==> src/rtl/abacus_window_controller.sv <==
// rtl/abacus_window_controller.sv - profiling window sequencer with register port
// Optional cycle timestamp of each window start: define ABACUS_WINDOW_TIMESTAMP_EN.
module abacus_window_controller #(
  parameter int WINDOW_WIDTH       = 32,
  parameter int DEFAULT_WINDOW_LEN = 1000
) (
  input  logic                    clk,
  input  logic                    rst,
  input  logic                    cfg_we,
  input  logic [2:0]              cfg_addr,
  input  logic [31:0]             cfg_wdata,
  output logic [31:0]             cfg_rdata,
  input  logic                    trigger_in,
  output logic                    profile_enable,
  output logic                    counter_clear,
  output logic                    window_done_irq,
  output logic [WINDOW_WIDTH-1:0] cycles_elapsed
);

  typedef enum logic [2:0] {
    S_IDLE  = 3'd0,
    S_ARMED = 3'd1,
    S_CLEAR = 3'd2,
    S_RUN   = 3'd3,
    S_DONE  = 3'd4
  } state_t;

  state_t                  state;
  logic [WINDOW_WIDTH-1:0] window_len;
  logic [WINDOW_WIDTH-1:0] len_q;
  logic                    auto_rearm;
  logic                    trig_mode;
  logic                    done_sticky;
  logic                    aborted;
  logic                    len_err;
  logic [31:0]             window_count;

  logic ctrl_wr;
  logic start_req;
  logic stop_req;
  logic done_w1c;
  logic run_last;
  logic rearm;

  // STOP in the same CTRL write suppresses START.
  assign ctrl_wr   = cfg_we && (cfg_addr == 3'd0);
  assign stop_req  = ctrl_wr && cfg_wdata[1];
  assign start_req = ctrl_wr && cfg_wdata[0] && !cfg_wdata[1];
  assign done_w1c  = cfg_we && (cfg_addr == 3'd2) && cfg_wdata[3];
  // A zero length latched via ARMED ends the window after one cycle rather than wrapping.
  assign run_last  = (cycles_elapsed == len_q - WINDOW_WIDTH'(1)) || (len_q == '0);
  assign rearm     = auto_rearm && !aborted && !stop_req;

  assign window_done_irq = done_sticky;

  always_ff @(posedge clk or posedge rst) begin
    if (rst) begin
      state          <= S_IDLE;
      window_len     <= WINDOW_WIDTH'(DEFAULT_WINDOW_LEN);
      len_q          <= '0;
      auto_rearm     <= 1'b0;
      trig_mode      <= 1'b0;
      done_sticky    <= 1'b0;
      aborted        <= 1'b0;
      len_err        <= 1'b0;
      window_count   <= '0;
      cycles_elapsed <= '0;
      profile_enable <= 1'b0;
      counter_clear  <= 1'b0;
    end else begin
      counter_clear  <= 1'b0;
      profile_enable <= 1'b0;
      if (ctrl_wr) begin
        auto_rearm <= cfg_wdata[2];
        trig_mode  <= cfg_wdata[3];
      end
      if (cfg_we && (cfg_addr == 3'd1)) window_len <= WINDOW_WIDTH'(cfg_wdata);
      if (done_w1c) done_sticky <= 1'b0;
      case (state)
        S_IDLE: begin
          if (start_req) begin
            if (window_len == '0) begin
              len_err <= 1'b1;
            end else begin
              aborted <= 1'b0;
              len_err <= 1'b0;
              if (cfg_wdata[3]) begin
                state <= S_ARMED;
              end else begin
                state         <= S_CLEAR;
                counter_clear <= 1'b1;
              end
            end
          end
        end
        S_ARMED: begin
          if (stop_req) begin
            state <= S_IDLE;
          end else if (trigger_in) begin
            state         <= S_CLEAR;
            counter_clear <= 1'b1;
          end
        end
        S_CLEAR: begin
          len_q          <= window_len;
          cycles_elapsed <= '0;
          profile_enable <= 1'b1;
          state          <= S_RUN;
        end
        S_RUN: begin
          if (stop_req || run_last) begin
            state       <= S_DONE;
            done_sticky <= 1'b1;
            if (window_count != '1) window_count <= window_count + 32'd1;
            if (stop_req) aborted <= 1'b1;
          end else begin
            cycles_elapsed <= cycles_elapsed + WINDOW_WIDTH'(1);
            profile_enable <= 1'b1;
          end
        end
        S_DONE: begin
          if (rearm && (window_len != '0)) begin
            if (trig_mode) begin
              state <= S_ARMED;
            end else begin
              state         <= S_CLEAR;
              counter_clear <= 1'b1;
            end
          end else begin
            if (rearm) len_err <= 1'b1;
            state <= S_IDLE;
          end
        end
        default: state <= S_IDLE;
      endcase
    end
  end

`ifdef ABACUS_WINDOW_TIMESTAMP_EN
  logic [31:0] ts_free;
  logic [31:0] ts_q;

  always_ff @(posedge clk or posedge rst) begin
    if (rst) begin
      ts_free <= '0;
      ts_q    <= '0;
    end else begin
      ts_free <= ts_free + 32'd1;
      if (state == S_CLEAR) ts_q <= ts_free;
    end
  end
`endif

  always_comb begin
    cfg_rdata = '0;
    case (cfg_addr)
      3'd0: cfg_rdata = {28'd0, trig_mode, auto_rearm, 2'b00};
      3'd1: cfg_rdata = 32'(window_len);
      3'd2: cfg_rdata = {26'd0, len_err, aborted, done_sticky, state};
      3'd3: cfg_rdata = window_count;
`ifdef ABACUS_WINDOW_TIMESTAMP_EN
      3'd4: cfg_rdata = ts_q;
`endif
      default: cfg_rdata = '0;
    endcase
  end

endmodule

==> config.mk <==
export PLATFORM = sky130hd
export DESIGN_NAME = abacus_window_controller
export DESIGN_NICKNAME = d
export VERILOG_FILES = /design/src/rtl/abacus_window_controller.sv
export SDC_FILE = /design/constraint.sdc
export NUM_CORES = 1
export LEC_CHECK = 0
export CAP_MARGIN = 25
export CORE_ASPECT_RATIO = 0.8
export CORE_MARGIN = 1.5
export CORE_UTILIZATION = 52
export DETAILED_ROUTE_END_ITERATION = 16
export PLACE_DENSITY = 0.85
export SLEW_MARGIN = 20
export SYNTH_ARGS = -nofsm -noshare
export SYNTH_HDL_FRONTEND = slang
export SYNTH_SLANG_ARGS = --single-unit
==> constraint.sdc <==
create_clock -name clk -period 11.7 [get_ports clk]
set_input_delay 1.755 -clock clk [delete_from_list [all_inputs] [get_ports clk]]
set_output_delay 1.755 -clock clk [all_outputs]
set_load 0.03 [all_outputs]
==> results_dict.tcl <==
set metrics [dict create \
    route.vias.total 7316 \
    via_count_of_the_first_global_routing_pass 6731 \
    clock-skew-final_ns 0.01230 \
    rsz0062_at_grt "no" \
    cts.sinks 138 \
    post_cts_buffers 0 \
    global_route.usage.met3_pct 6.608 \
    cts-hold-fix-buffers 0 \
    hold_ws_ns 0.4967 \
    synthArstFlopShare_pct 100.0 \
    totalWireLength_microns 22220 \
    yosysUniqueCellTypes 63 \
    clock_tree.root_cell "sky130_fd_sc_hd__clkbuf_16" \
    report.final.slew_viol_count 0 \
    initial_core_util_pct 53.61 \
    powerDensity_mw_per_mm2 187.1 \
    max_cap_viol_count 0 \
    hold_violations 0 \
    drive_gt1_share_pct 10.59 \
    wire_length_of_the_first_global_routing_pass_microns 36000 \
    globalRouteOverflowTotal 0 \
    place.port_buffers 105 \
    path_max_fanout 27 \
    use_met2_pct 42.01 \
    postSynth.topFlopCell "sky130_fd_sc_hd__dfrtp_1" \
    critical_path_at_ns 4.72 \
    grt.met1_usage_pct 40.84 \
    clock_path_buffers 2 \
    die_area_sq_mm 0.01634 \
    die_x_microns 142.6 \
    final.period_utilization_pct 55.35 \
    cell_taking_the_most_area_after_synthesis "sky130_fd_sc_hd__dfrtp_1" \
    cells_on_worst_hold_path 1 \
    avgViaCountPerCell 6.285 \
    synthCells 876 \
    fp-row-count 40 \
    holdCritPathClass "reg -> reg" \
    max_freq_mhz 154.4 \
    critPathLaunchType "primary input" \
    timing_worst_setup_path_type "in -> out" \
    nNetsFinal 983 \
    cts.reportedPaths.clkPinSlew_ns 0.06 \
    critPathRequiredTime_ns 9.95 \
    tritoncts_clock_tree "built" \
    synth_cell_area_sq_mm 0.008103 \
    cts_resized 0 \
    grt_max_degree 91 \
    synth_edf_count 0 \
    fp.coreArea_sq_mm 0.01511 \
    yosysWarningCount 0 \
    initial_antenna_violation_count 0 \
    reg2regPathDepth 12 \
    die_height_microns 114.7 \
    synth_area_per_cell_sq_um 9.250 \
    tritoncts.num_buffers 17 \
    pre_antenna_drt_iters 5 \
    synth_top_area_share_pct 40.77 \
    setup-tns-final_ns 0 \
    areaGrowthSynthToFinish_pct 20.80 \
    worstMarginPinSlew_ns 1.055 \
    synth.yosys.seq_area_share_pct 42.71 \
    setup_viols_final 0 \
    first_iter_violations 824 \
    max_slew_margin_vs_limit_pct 29.35 \
    run_status "complete, no violations" \
    htree_levels 4 \
    place.detailed.hpwl_microns 15650 \
    worst_setup_path_end_kind "output pin" \
    timing.final.crit_period_ns 6.476 \
    syn_nets 918 \
    route.detailed.drc 0 \
    ir_drop_mv 0.1286 \
    gp_congestion 0.9145 \
    ant_nets 0 \
    antennaDiodeCount 0 \
    ys_ff_latch 138 \
    top_level_ports 106 \
    track_usage_pct 28.56 \
    leakage_nw 3.846 \
    clock_insertion_delay_worst_skew_ns 0.43 \
    grt-busiest-layer "met2" \
    synth.area.top_cells "sky130_fd_sc_hd__dfrtp_1, sky130_fd_sc_hd__nand2_1, sky130_fd_sc_hd__mux2_2, sky130_fd_sc_hd__xnor2_1, sky130_fd_sc_hd__xor2_1" \
    route.detailed.wl_per_inst_microns 19.09 \
]
==> routing by layer <==
layer  vias up  part of all wire (%)
met1      3495                    44
met4         0                   2.6
li1       3337                     -
met5         -                     0
met2       427                    44
met3        57                   9.6
==> through the flow <==
stage / area (sq um) / std cells / utilization (%) / setup WS (ns) / power, mW
after floorplan: 8103 / 876 / - / 6.259 / 1.122
after global placement: 9208 / 1132 / 60.92 / 5.338 / 1.262
after detailed placement: 9208 / 1132 / 60.92 / 5.280 / 1.281
after CTS: 9788 / 1164 / 64.76 / 5.263 / 1.823
after global routing: 9788 / 1164 / 64.76 / 5.076 / 1.930
final: 9788 / 1164 / 64.76 / 5.224 / 1.832
==> cell type report <==
type / count / area, sq um
Multi-Input combinational cell: 659 / 4323
Timing Repair Buffer: 113 / 1111
Sequential cell: 138 / 3461
Inverter: 12 / 50.05
Clock inverter: 15 / 155.1
Tap cell: 210 / 262.8
Clock buffer: 17 / 425.4
Fill cell: 1208 / 5326
==> logic make-up after synthesis <==
family / count (synthesis) / synth area share [%]
simple gates: 416 / 27.41
flops: 138 / 42.71
compound gates: 113 / 9.914
buf+inv: 79 / 4.061
xor+xnor: 77 / 8.323
mux: 50 / 7.119
fa+ha+maj: 3 / 0.4633
==> cells in the final DEF (no fill, tap or decap), types with 31 or more instances in the layout <==
master                            count
sky130_fd_sc_hd__nand2_1            127
sky130_fd_sc_hd__xor2_1              36
sky130_fd_sc_hd__clkdlybuf4s50_1    105
sky130_fd_sc_hd__nor4_1              39
sky130_fd_sc_hd__mux2_2              41
sky130_fd_sc_hd__nor2_1              40
sky130_fd_sc_hd__dfrtp_1            132
sky130_fd_sc_hd__nand4_1             31
sky130_fd_sc_hd__xnor2_1             41
sky130_fd_sc_hd__nand3_1             39
sky130_fd_sc_hd__nor3_1              36
==> synth_stat cells, types with 3 or more instances <==
master                     number
sky130_fd_sc_hd__nor3b_1        5
sky130_fd_sc_hd__nand2_1      127
sky130_fd_sc_hd__o31ai_1        8
sky130_fd_sc_hd__nand4_1       31
sky130_fd_sc_hd__and2_1         6
sky130_fd_sc_hd__ha_1           3
sky130_fd_sc_hd__and3b_1        3
sky130_fd_sc_hd__a22oi_1        6
sky130_fd_sc_hd__and3_1        16
sky130_fd_sc_hd__nor4_1        39
sky130_fd_sc_hd__nand3b_1       5
sky130_fd_sc_hd__nand3_1       39
sky130_fd_sc_hd__inv_1         12
sky130_fd_sc_hd__nand2b_1       8
sky130_fd_sc_hd__a31oi_1        5
sky130_fd_sc_hd__nor2_1        40
sky130_fd_sc_hd__or3_1         15
sky130_fd_sc_hd__xor2_1        36
sky130_fd_sc_hd__dfrtp_1      132
sky130_fd_sc_hd__mux2_2        41
sky130_fd_sc_hd__mux2i_1        7
sky130_fd_sc_hd__a21oi_1       21
sky130_fd_sc_hd__o21ai_0       19
sky130_fd_sc_hd__buf_4          4
sky130_fd_sc_hd__clkbuf_1      52
sky130_fd_sc_hd__nor2b_1        8
sky130_fd_sc_hd__nand4b_1       4
sky130_fd_sc_hd__or4_1         12
sky130_fd_sc_hd__buf_1          7
sky130_fd_sc_hd__a22o_1        27
sky130_fd_sc_hd__nor4b_1        6
sky130_fd_sc_hd__dfstp_2        6
sky130_fd_sc_hd__and4_1         6
sky130_fd_sc_hd__xnor2_1       41
sky130_fd_sc_hd__o221ai_1       3
sky130_fd_sc_hd__nor3_1        36
==> sequential cells by signal, summed over array words and instances (netlist names) <==
name and cells:
cycles_elapsed 32, len_q 32, window_count 32, window_len 32, state 3, aborted 1
auto_rearm 1, counter_clear 1, len_err 1, profile_enable 1, trig_mode 1, window_done_irq 1
==> report_power, final <==
group / leakage, nW / internal [mW] / switching [mW]
clock network: 0.279 / 0.301 / 0.234
logic: 1.87 / 0.240 / 0.317
registers: 1.70 / 0.573 / 0.167
total: 3.85 / 1.11 / 0.718
==> critical path, stage by stage <==
cell,delay [ns]
sky130_fd_sc_hd__clkdlybuf4s50_1,0.72
sky130_fd_sc_hd__nor2b_1,0.34
sky130_fd_sc_hd__nor2b_2,0.91
sky130_fd_sc_hd__a22o_1,0.29
sky130_fd_sc_hd__clkdlybuf4s50_1,0.69
==> worst paths after layout <==
check / start / endpoint / slack, ns
setup / recovery: cfg_addr[0] / cfg_rdata[6] / 5.22
min in group asynchronous: rst / window_count[1]$_DFFE_PP0P_ / 1.85
setup reg to reg: len_q[0]$_DFFE_PP0P_ / window_count[1]$_DFFE_PP0P_ / 6.51
hold / removal: window_count[24]$_DFFE_PP0P_ / window_count[24]$_DFFE_PP0P_ / 0.50
hold reg to reg: window_count[24]$_DFFE_PP0P_ / window_count[24]$_DFFE_PP0P_ / 0.50
max in group asynchronous: rst / cycles_elapsed[23]$_DFFE_PP0P_ / 8.72
Power figures use the tool's default switching activity.
